File: config.mk
export PLATFORM = sky130hd
export DESIGN_NAME = ahb_manager
export DESIGN_NICKNAME = d
export VERILOG_FILES = /design/src/rtl/ahb_pkg.sv /design/src/rtl/ahb_manager_addr_gen.sv /design/src/rtl/ahb_manager.sv
export SDC_FILE = /design/constraint.sdc
export NUM_CORES = 1
export LEC_CHECK = 0
export CELL_PAD_IN_SITES_DETAIL_PLACEMENT = 0
export CELL_PAD_IN_SITES_GLOBAL_PLACEMENT = 1
export CORE_MARGIN = 4
export CORE_UTILIZATION = 33
export DETAILED_ROUTE_END_ITERATION = 10
export PLACE_DENSITY = 0.9
export REMOVE_ABC_BUFFERS = 1
export SETUP_SLACK_MARGIN = 0.05
export SLEW_MARGIN = 20
export SYNTH_ARGS = -nofsm -noshare
export SYNTH_HDL_FRONTEND = slang
export SYNTH_SLANG_ARGS = --single-unit
File: constraint.sdc
create_clock -name hclk -period 2.3 [get_ports hclk]
set_clock_uncertainty 0.2 [all_clocks]
set_input_delay 0.345 -clock hclk [delete_from_list [all_inputs] [get_ports hclk]]
set_output_delay 0.345 -clock hclk [all_outputs]
set_load 0.01 [all_outputs]
File: src/rtl/ahb_pkg.sv
// Shared AHB definitions for the manager: transfer types, size codes,
// FSM state encoding and small elaboration-time helpers.
package ahb_pkg;

  typedef enum logic [1:0] {
    HTRANS_IDLE   = 2'b00,
    HTRANS_BUSY   = 2'b01,
    HTRANS_NONSEQ = 2'b10,
    HTRANS_SEQ    = 2'b11
  } htrans_t;

  localparam logic [2:0] HSIZE_BYTE  = 3'b000;
  localparam logic [2:0] HSIZE_HALF  = 3'b001;
  localparam logic [2:0] HSIZE_WORD  = 3'b010;
  localparam logic [2:0] HSIZE_DWORD = 3'b011;

  typedef logic [2:0] state_t;

  localparam state_t ST_IDLE  = 3'd0;
  localparam state_t ST_ADDR  = 3'd1;
  localparam state_t ST_BURST = 3'd2;
  localparam state_t ST_LAST  = 3'd3;
  localparam state_t ST_ERR   = 3'd4;

  // Largest hsize code a data bus of data_w bits can carry.
  function automatic logic [2:0] max_hsize(input int unsigned data_w);
    if (data_w >= 64) return HSIZE_DWORD;
    if (data_w >= 32) return HSIZE_WORD;
    if (data_w >= 16) return HSIZE_HALF;
    return HSIZE_BYTE;
  endfunction

  // Zero beats means one; anything above max_beats is clamped.
  function automatic int unsigned clamp_beats(input logic [2:0] beats,
                                              input int unsigned max_beats);
    int unsigned b;
    b = 32'(beats);
    if (b == 0) b = 1;
    if (b > max_beats) b = max_beats;
    return b;
  endfunction

endpackage

File: src/rtl/ahb_manager_addr_gen.sv
// Burst address generator and beat counter.
// Ports: clk/rst_n; load latches start_addr and beats_m1 (beats minus one);
// advance steps addr by 2^size (wrapping) and counts down; last_c is high
// while the address currently on the bus belongs to the final beat.
module ahb_manager_addr_gen #(
  parameter int unsigned ADDR_W = 3,
  parameter int unsigned CNT_W  = 2
) (
  input  logic              clk,
  input  logic              rst_n,
  input  logic              load,
  input  logic              advance,
  input  logic [ADDR_W-1:0] start_addr,
  input  logic [2:0]        size,
  input  logic [CNT_W-1:0]  beats_m1,
  output logic [ADDR_W-1:0] addr,
  output logic              last_c
);

  logic [CNT_W-1:0] remain_q;

  // Address and remaining-beat registers.
  always_ff @(posedge clk or negedge rst_n) begin
    if (!rst_n) begin
      addr     <= '0;
      remain_q <= '0;
    end else if (load) begin
      addr     <= start_addr;
      remain_q <= beats_m1;
    end else if (advance) begin
      addr     <= addr + (ADDR_W'(1) << size);
      remain_q <= remain_q - CNT_W'(1);
    end
  end

  assign last_c = (remain_q == '0);

endmodule

File: src/rtl/ahb_manager.sv
// Command-driven AHB manager issuing pipelined incrementing bursts.
// Ports: hclk/hreset_n; command channel cmd_valid/cmd_ready with write flag,
// start address, size and beat count; wr_data/wr_ready write beat stream;
// rd_data/rd_valid read beat stream; done/err completion pulses;
// haddr/htrans/hwrite/hsize/hwdata AHB manager outputs; hrdata/hready/hresp
// subordinate responses.
module ahb_manager
  import ahb_pkg::*;
#(
  parameter int unsigned ADDR_W    = 3,
  parameter int unsigned DATA_W    = 8,
  parameter int unsigned MAX_BEATS = 4
) (
  input  logic              hclk,
  input  logic              hreset_n,
  input  logic              cmd_valid,
  output logic              cmd_ready,
  input  logic              cmd_write,
  input  logic [ADDR_W-1:0] cmd_addr,
  input  logic [2:0]        cmd_size,
  input  logic [2:0]        cmd_beats,
  input  logic [DATA_W-1:0] wr_data,
  output logic              wr_ready,
  output logic [DATA_W-1:0] rd_data,
  output logic              rd_valid,
  output logic              done,
  output logic              err,
  output logic [ADDR_W-1:0] haddr,
  output logic [1:0]        htrans,
  output logic              hwrite,
  output logic [2:0]        hsize,
  output logic [DATA_W-1:0] hwdata,
  input  logic [DATA_W-1:0] hrdata,
  input  logic              hready,
  input  logic              hresp
);

  localparam int unsigned CNT_W     = (MAX_BEATS > 1) ? $clog2(MAX_BEATS) : 1;
  localparam logic [2:0]  MAX_HSIZE = max_hsize(DATA_W);

  state_t              state_q, state_d;
  htrans_t             htrans_q, htrans_d, htrans_c;
  logic                hwrite_q, hwrite_d;
  logic [2:0]          hsize_q, hsize_d;
  logic [DATA_W-1:0]   hwdata_q, hwdata_d;
  logic [DATA_W-1:0]   rd_data_q, rd_data_d;
  logic                rd_valid_q, rd_valid_d;
  logic                done_q, done_d;
  logic                err_q, err_d;
  logic                cmd_ready_q;
  logic                load_c, advance_c, last_c, addr_go_c, wr_ready_c;
  logic                size_bad_c;
  logic [CNT_W-1:0]    beats_m1_c;

  assign size_bad_c = (cmd_size > MAX_HSIZE);
  assign beats_m1_c = CNT_W'(clamp_beats(cmd_beats, MAX_BEATS) - 1);

  ahb_manager_addr_gen #(
    .ADDR_W (ADDR_W),
    .CNT_W  (CNT_W)
  ) u_addr_gen (
    .clk        (hclk),
    .rst_n      (hreset_n),
    .load       (load_c),
    .advance    (advance_c),
    .start_addr (cmd_addr),
    .size       (hsize_q),
    .beats_m1   (beats_m1_c),
    .addr       (haddr),
    .last_c     (last_c)
  );

  // Next-state and output decode.
  always_comb begin
    state_d    = state_q;
    htrans_d   = htrans_q;
    htrans_c   = htrans_q;
    hwrite_d   = hwrite_q;
    hsize_d    = hsize_q;
    hwdata_d   = hwdata_q;
    rd_data_d  = rd_data_q;
    rd_valid_d = 1'b0;
    done_d     = 1'b0;
    err_d      = 1'b0;
    load_c     = 1'b0;
    advance_c  = 1'b0;
    addr_go_c  = 1'b0;
    wr_ready_c = 1'b0;

    case (state_q)
      ST_IDLE: begin
        if (cmd_valid) begin
          if (size_bad_c) begin
            err_d = 1'b1;
          end else begin
            load_c   = 1'b1;
            htrans_d = HTRANS_NONSEQ;
            hwrite_d = cmd_write;
            hsize_d  = cmd_size;
            state_d  = ST_ADDR;
          end
        end
      end
      ST_ADDR: addr_go_c = hready;
      ST_BURST, ST_LAST: begin
        if (hresp) begin
          // First error cycle cancels the pending address phase at once.
          htrans_c = HTRANS_IDLE;
          htrans_d = HTRANS_IDLE;
          if (hready) begin
            err_d   = 1'b1;
            state_d = ST_IDLE;
          end else begin
            state_d = ST_ERR;
          end
        end else if (hready) begin
          if (!hwrite_q) begin
            rd_data_d  = hrdata;
            rd_valid_d = 1'b1;
          end
          if (state_q == ST_LAST) begin
            done_d  = 1'b1;
            state_d = ST_IDLE;
          end else begin
            addr_go_c = 1'b1;
          end
        end
      end
      ST_ERR: begin
        if (hready) begin
          err_d   = 1'b1;
          state_d = ST_IDLE;
        end
      end
      default: state_d = ST_IDLE;
    endcase

    // Address phase on the bus accepted: consume write data, step the burst.
    if (addr_go_c) begin
      if (hwrite_q) begin
        wr_ready_c = 1'b1;
        hwdata_d   = wr_data;
      end
      if (last_c) begin
        htrans_d = HTRANS_IDLE;
        state_d  = ST_LAST;
      end else begin
        advance_c = 1'b1;
        htrans_d  = HTRANS_SEQ;
        state_d   = ST_BURST;
      end
    end
  end

  // State and registered outputs.
  always_ff @(posedge hclk or negedge hreset_n) begin
    if (!hreset_n) begin
      state_q     <= ST_IDLE;
      htrans_q    <= HTRANS_IDLE;
      hwrite_q    <= 1'b0;
      hsize_q     <= HSIZE_BYTE;
      hwdata_q    <= '0;
      rd_data_q   <= '0;
      rd_valid_q  <= 1'b0;
      done_q      <= 1'b0;
      err_q       <= 1'b0;
      cmd_ready_q <= 1'b0;
    end else begin
      state_q     <= state_d;
      htrans_q    <= htrans_d;
      hwrite_q    <= hwrite_d;
      hsize_q     <= hsize_d;
      hwdata_q    <= hwdata_d;
      rd_data_q   <= rd_data_d;
      rd_valid_q  <= rd_valid_d;
      done_q      <= done_d;
      err_q       <= err_d;
      cmd_ready_q <= (state_d == ST_IDLE);
    end
  end

  assign cmd_ready = cmd_ready_q;
  assign wr_ready  = wr_ready_c;
  assign htrans    = htrans_c;
  assign hwrite    = hwrite_q;
  assign hsize     = hsize_q;
  assign hwdata    = hwdata_q;
  assign rd_data   = rd_data_q;
  assign rd_valid  = rd_valid_q;
  assign done      = done_q;
  assign err       = err_q;

endmodule

==> run metrics, run 1 <==
largest net degree at the start of global routing=35; GRT Overall Usage=13.5%; Final WS setup=96.3 ps; critical path type=in2reg; peak supply drop=0.000385 V; Core Box Area=4440 um^2; reg-to-reg startpoint=state_q[2]; pwr/cell area=1110 nW/um^2; worst-margin pin slew=428 ps; CTS tree=done; fmax=454 MHz; fill count=405; CTS root buf=clkbuf_8; number of port buffers=60; max cap viols=0; Worst EP arrival=2170 ps; area share of the largest cell type after synthesis=55.2%; register area share after synthesis=55.2%; status=finished, final reports clean; share of cells above drive strength 1=26.0%; Final ANT Viol Nets=0; Routed WL=3.75 mm; mux cell area share after synthesis=14.9%; crit end category=flip-flop; fraction of registers with async set/reset=100%; Placed Area=2310 um^2; Seq cells post-synth=34; relative slew slack=71.4%; setup TNS=0 ps; CP required=2260 ps; Slew Limit Fails=0; die area=5830 um^2; routed via count=1252; Post-CTS Hold Buffers=0; Die Ht=76.4 um; Synth Area in Simple Gates=15.4%; DRT Pass-1 Iters=4; min-delay src=hresp; DR iter-0 viols=33; Gate Count Post-Synth=123; area leader, netlist=dfrtp_1; # rows=24; final setup violating endpoints=0; total gr overflow=0; Avg Vias per Cell=4.89; CP Max Fanout=11; antenna cells=0; CTS H-Tree Depth=2; first-pass GRT wire length=6.11 mm; clock buffer depth=2; minimum clock period=2200 ps; crit path launch=cmd_valid; crit start category=primary input; Initial Util=34.7%; Area contributors post-synth=dfrtp_1 55%, mux2_2 11%, mux2_4 1.9%; synthesized area=1540 um^2; unrepaired setup endpoints after global routing=false; EDFF count, synth=0; largest family of logic cells by synthesized area=simple AND/OR/NAND/NOR gates; main flop type after synthesis=dfrtp_1; Reg clk slew, reported paths=70 ps; wire per inst=14.6 um; post-route clock period utilization=95.8%; HP Class=in2reg; Avg Cell Area, Syn=12.5 um^2; Yosys Warn Count=0; Layout area overhead=56.8%; hold_ws=262 ps; final instance area=2420 um^2; worst skew pair latency=280 ps; Die Wd=76.4 um; leak pwr=1.10 nW; hold violation count in the final report=0; dpl hpwl=2.88 mm; Synth Area in Compound Gates=8.76%; num ports=61; Layout Nets=236; # clock sinks=34; CTS buffer count=5; xor/xnor share of the synthesized area=0.568%; Adder-Cell Fraction of Synth Area=2.11%; vias in the first global route=1285; dpl ws=-221 ps; global placer's final weighted congestion=0.744; residual DRC count=0; initial antenna violation count=0; Synth cell types=39
==> cell type report <==
class / count / area (um^2) / area share [%]
multi-input combinational: 81 / 653 / 27.0
timing repair buffer: 77 / 743 / 30.7
sequential: 34 / 851 / 35.2
clock buffer: 7 / 86.3 / 3.57
tap: 52 / 65.1 / 2.69
inverter: 4 / 15.0 / 0.621
clock inverter: 1 / 5.00 / 0.207
==> kinds of logic (layout without fill, tap and decap cells) <==
kind of cell,after synthesis,count (layout)
buffers and inverters,8,89
XOR/XNOR,1,1
AND/OR/NAND/NOR,39,39
multiplexers,20,20
flip-flops,34,34
adder cells (fa/ha/maj),2,2
AO/OA/AOI/OAI,19,19
==> power breakdown <==
group / internal (mW) / leakage (nW) / switching [mW]
sequential: 0.843 / 0.427 / 0.129
combinational: 0.758 / 0.623 / 0.511
clock: 0.241 / 0.0482 / 0.200
==> state kept, by name (all words and copies together), names as in the netlist <==
name,cells
rd_data,8
state_q,3
err,1
hwrite,1
done,1
hwdata,8
u_addr_gen.remain_q,2
cmd_ready,1
hsize,3
htrans_q,2
u_addr_gen.addr,3
rd_valid,1
==> critical path, cell delays in order <==
cell and delay [ps]:
clkdlybuf4s50_1 440, or4b_1 460, or4_1 440, buf_6 180, mux2_4 300
==> synthesized netlist by cell type (3+ instances only) <==
master and instances:
nand2_1 8, inv_1 4, nor2_1 5, and2_4 3, a21oi_1 5, nor3_1 4, dfrtp_1 34, o21ai_0 4
nand3b_1 3, mux2_2 15
==> what timing repair did <==
item                                    in CTS  in global routing
cloned                                       0                  0
resized for setup                            5                  2
setup buffers                                1                  0
endpoints found under the setup margin       4                  4
==> stage by stage <==
| step | utilization, % | power [mW] | std cells |
|---|---|---|---|
| after detailed placement | 51.9 | 2.26 | 247 |
| after CTS | 54.3 | 2.72 | 256 |
| after floorplan | - | 1.55 | 119 |
| final | 54.4 | 2.68 | 256 |
| after global routing | 54.4 | 2.87 | 256 |
| after global placement | 51.9 | 2.21 | 247 |
==> per-layer routing <==
metal  wire, um  global-route usage, %  part of all wire, %  vias to the layer above
met5          0                      0                    0                        -
met4         69                   5.98                  1.8                        0
met3        307                   5.44                  8.2                        4
met2       1730                   20.9                   46                       56
met1       1650                   16.6                   44                      595
li1           -                      -                    -                      597
==> cells in the final DEF, fill, tap and decap left out, drive strengths merged <==
cell,count
o221ai,1
or4b,1
o211ai,2
nand2,8
dfrtp,34
or3b,3
nor2,5
o2bb2ai,1
a31oi,3
and2,5
inv,4
mux2,18
buf,17
or4,1
clkbuf,7
or3,1
nor3b,2
fa,1
ha,1
dlymetal6s2s,1
xor2,1
dlygate4sd2,3
a21oi,5
or2,1
and2b,1
clkdlybuf4s50,56
nor2b,2
o21ai,5
mux2i,2
nand3,2
o221a,1
clkinv,1
nand3b,3
nor3,4
a211oi,1
==> final timing paths <==
| check | endpoint | slack [ps] | depth (start not counted) |
|---|---|---|---|
| worst max-delay path | u_addr_gen.addr[1] | 100 | 5 |
| worst min-delay path | done | 260 | 3 |
| worst max register to register | u_addr_gen.addr[1] | 120 | 4 |
| worst min register to register | hwdata[7] | 300 | 1 |
| max in group asynchronous | hwdata[6] | 1320 | 2 |
| min in group asynchronous | rd_data[0] | 280 | 2 |
(Power assumes the default switching activity.)
==> inputs of run 2 (changes only) <==
--- a/config.mk
+++ b/config.mk
@@ -5,6 +5,7 @@
 export SDC_FILE = /design/constraint.sdc
 export NUM_CORES = 1
 export LEC_CHECK = 0
+export CAP_MARGIN = 40
 export CELL_PAD_IN_SITES_DETAIL_PLACEMENT = 0
 export CELL_PAD_IN_SITES_GLOBAL_PLACEMENT = 1
 export CORE_MARGIN = 4
==> results of run 2 <==
The final DEF is identical to that of run 1; final timing and power are the same.
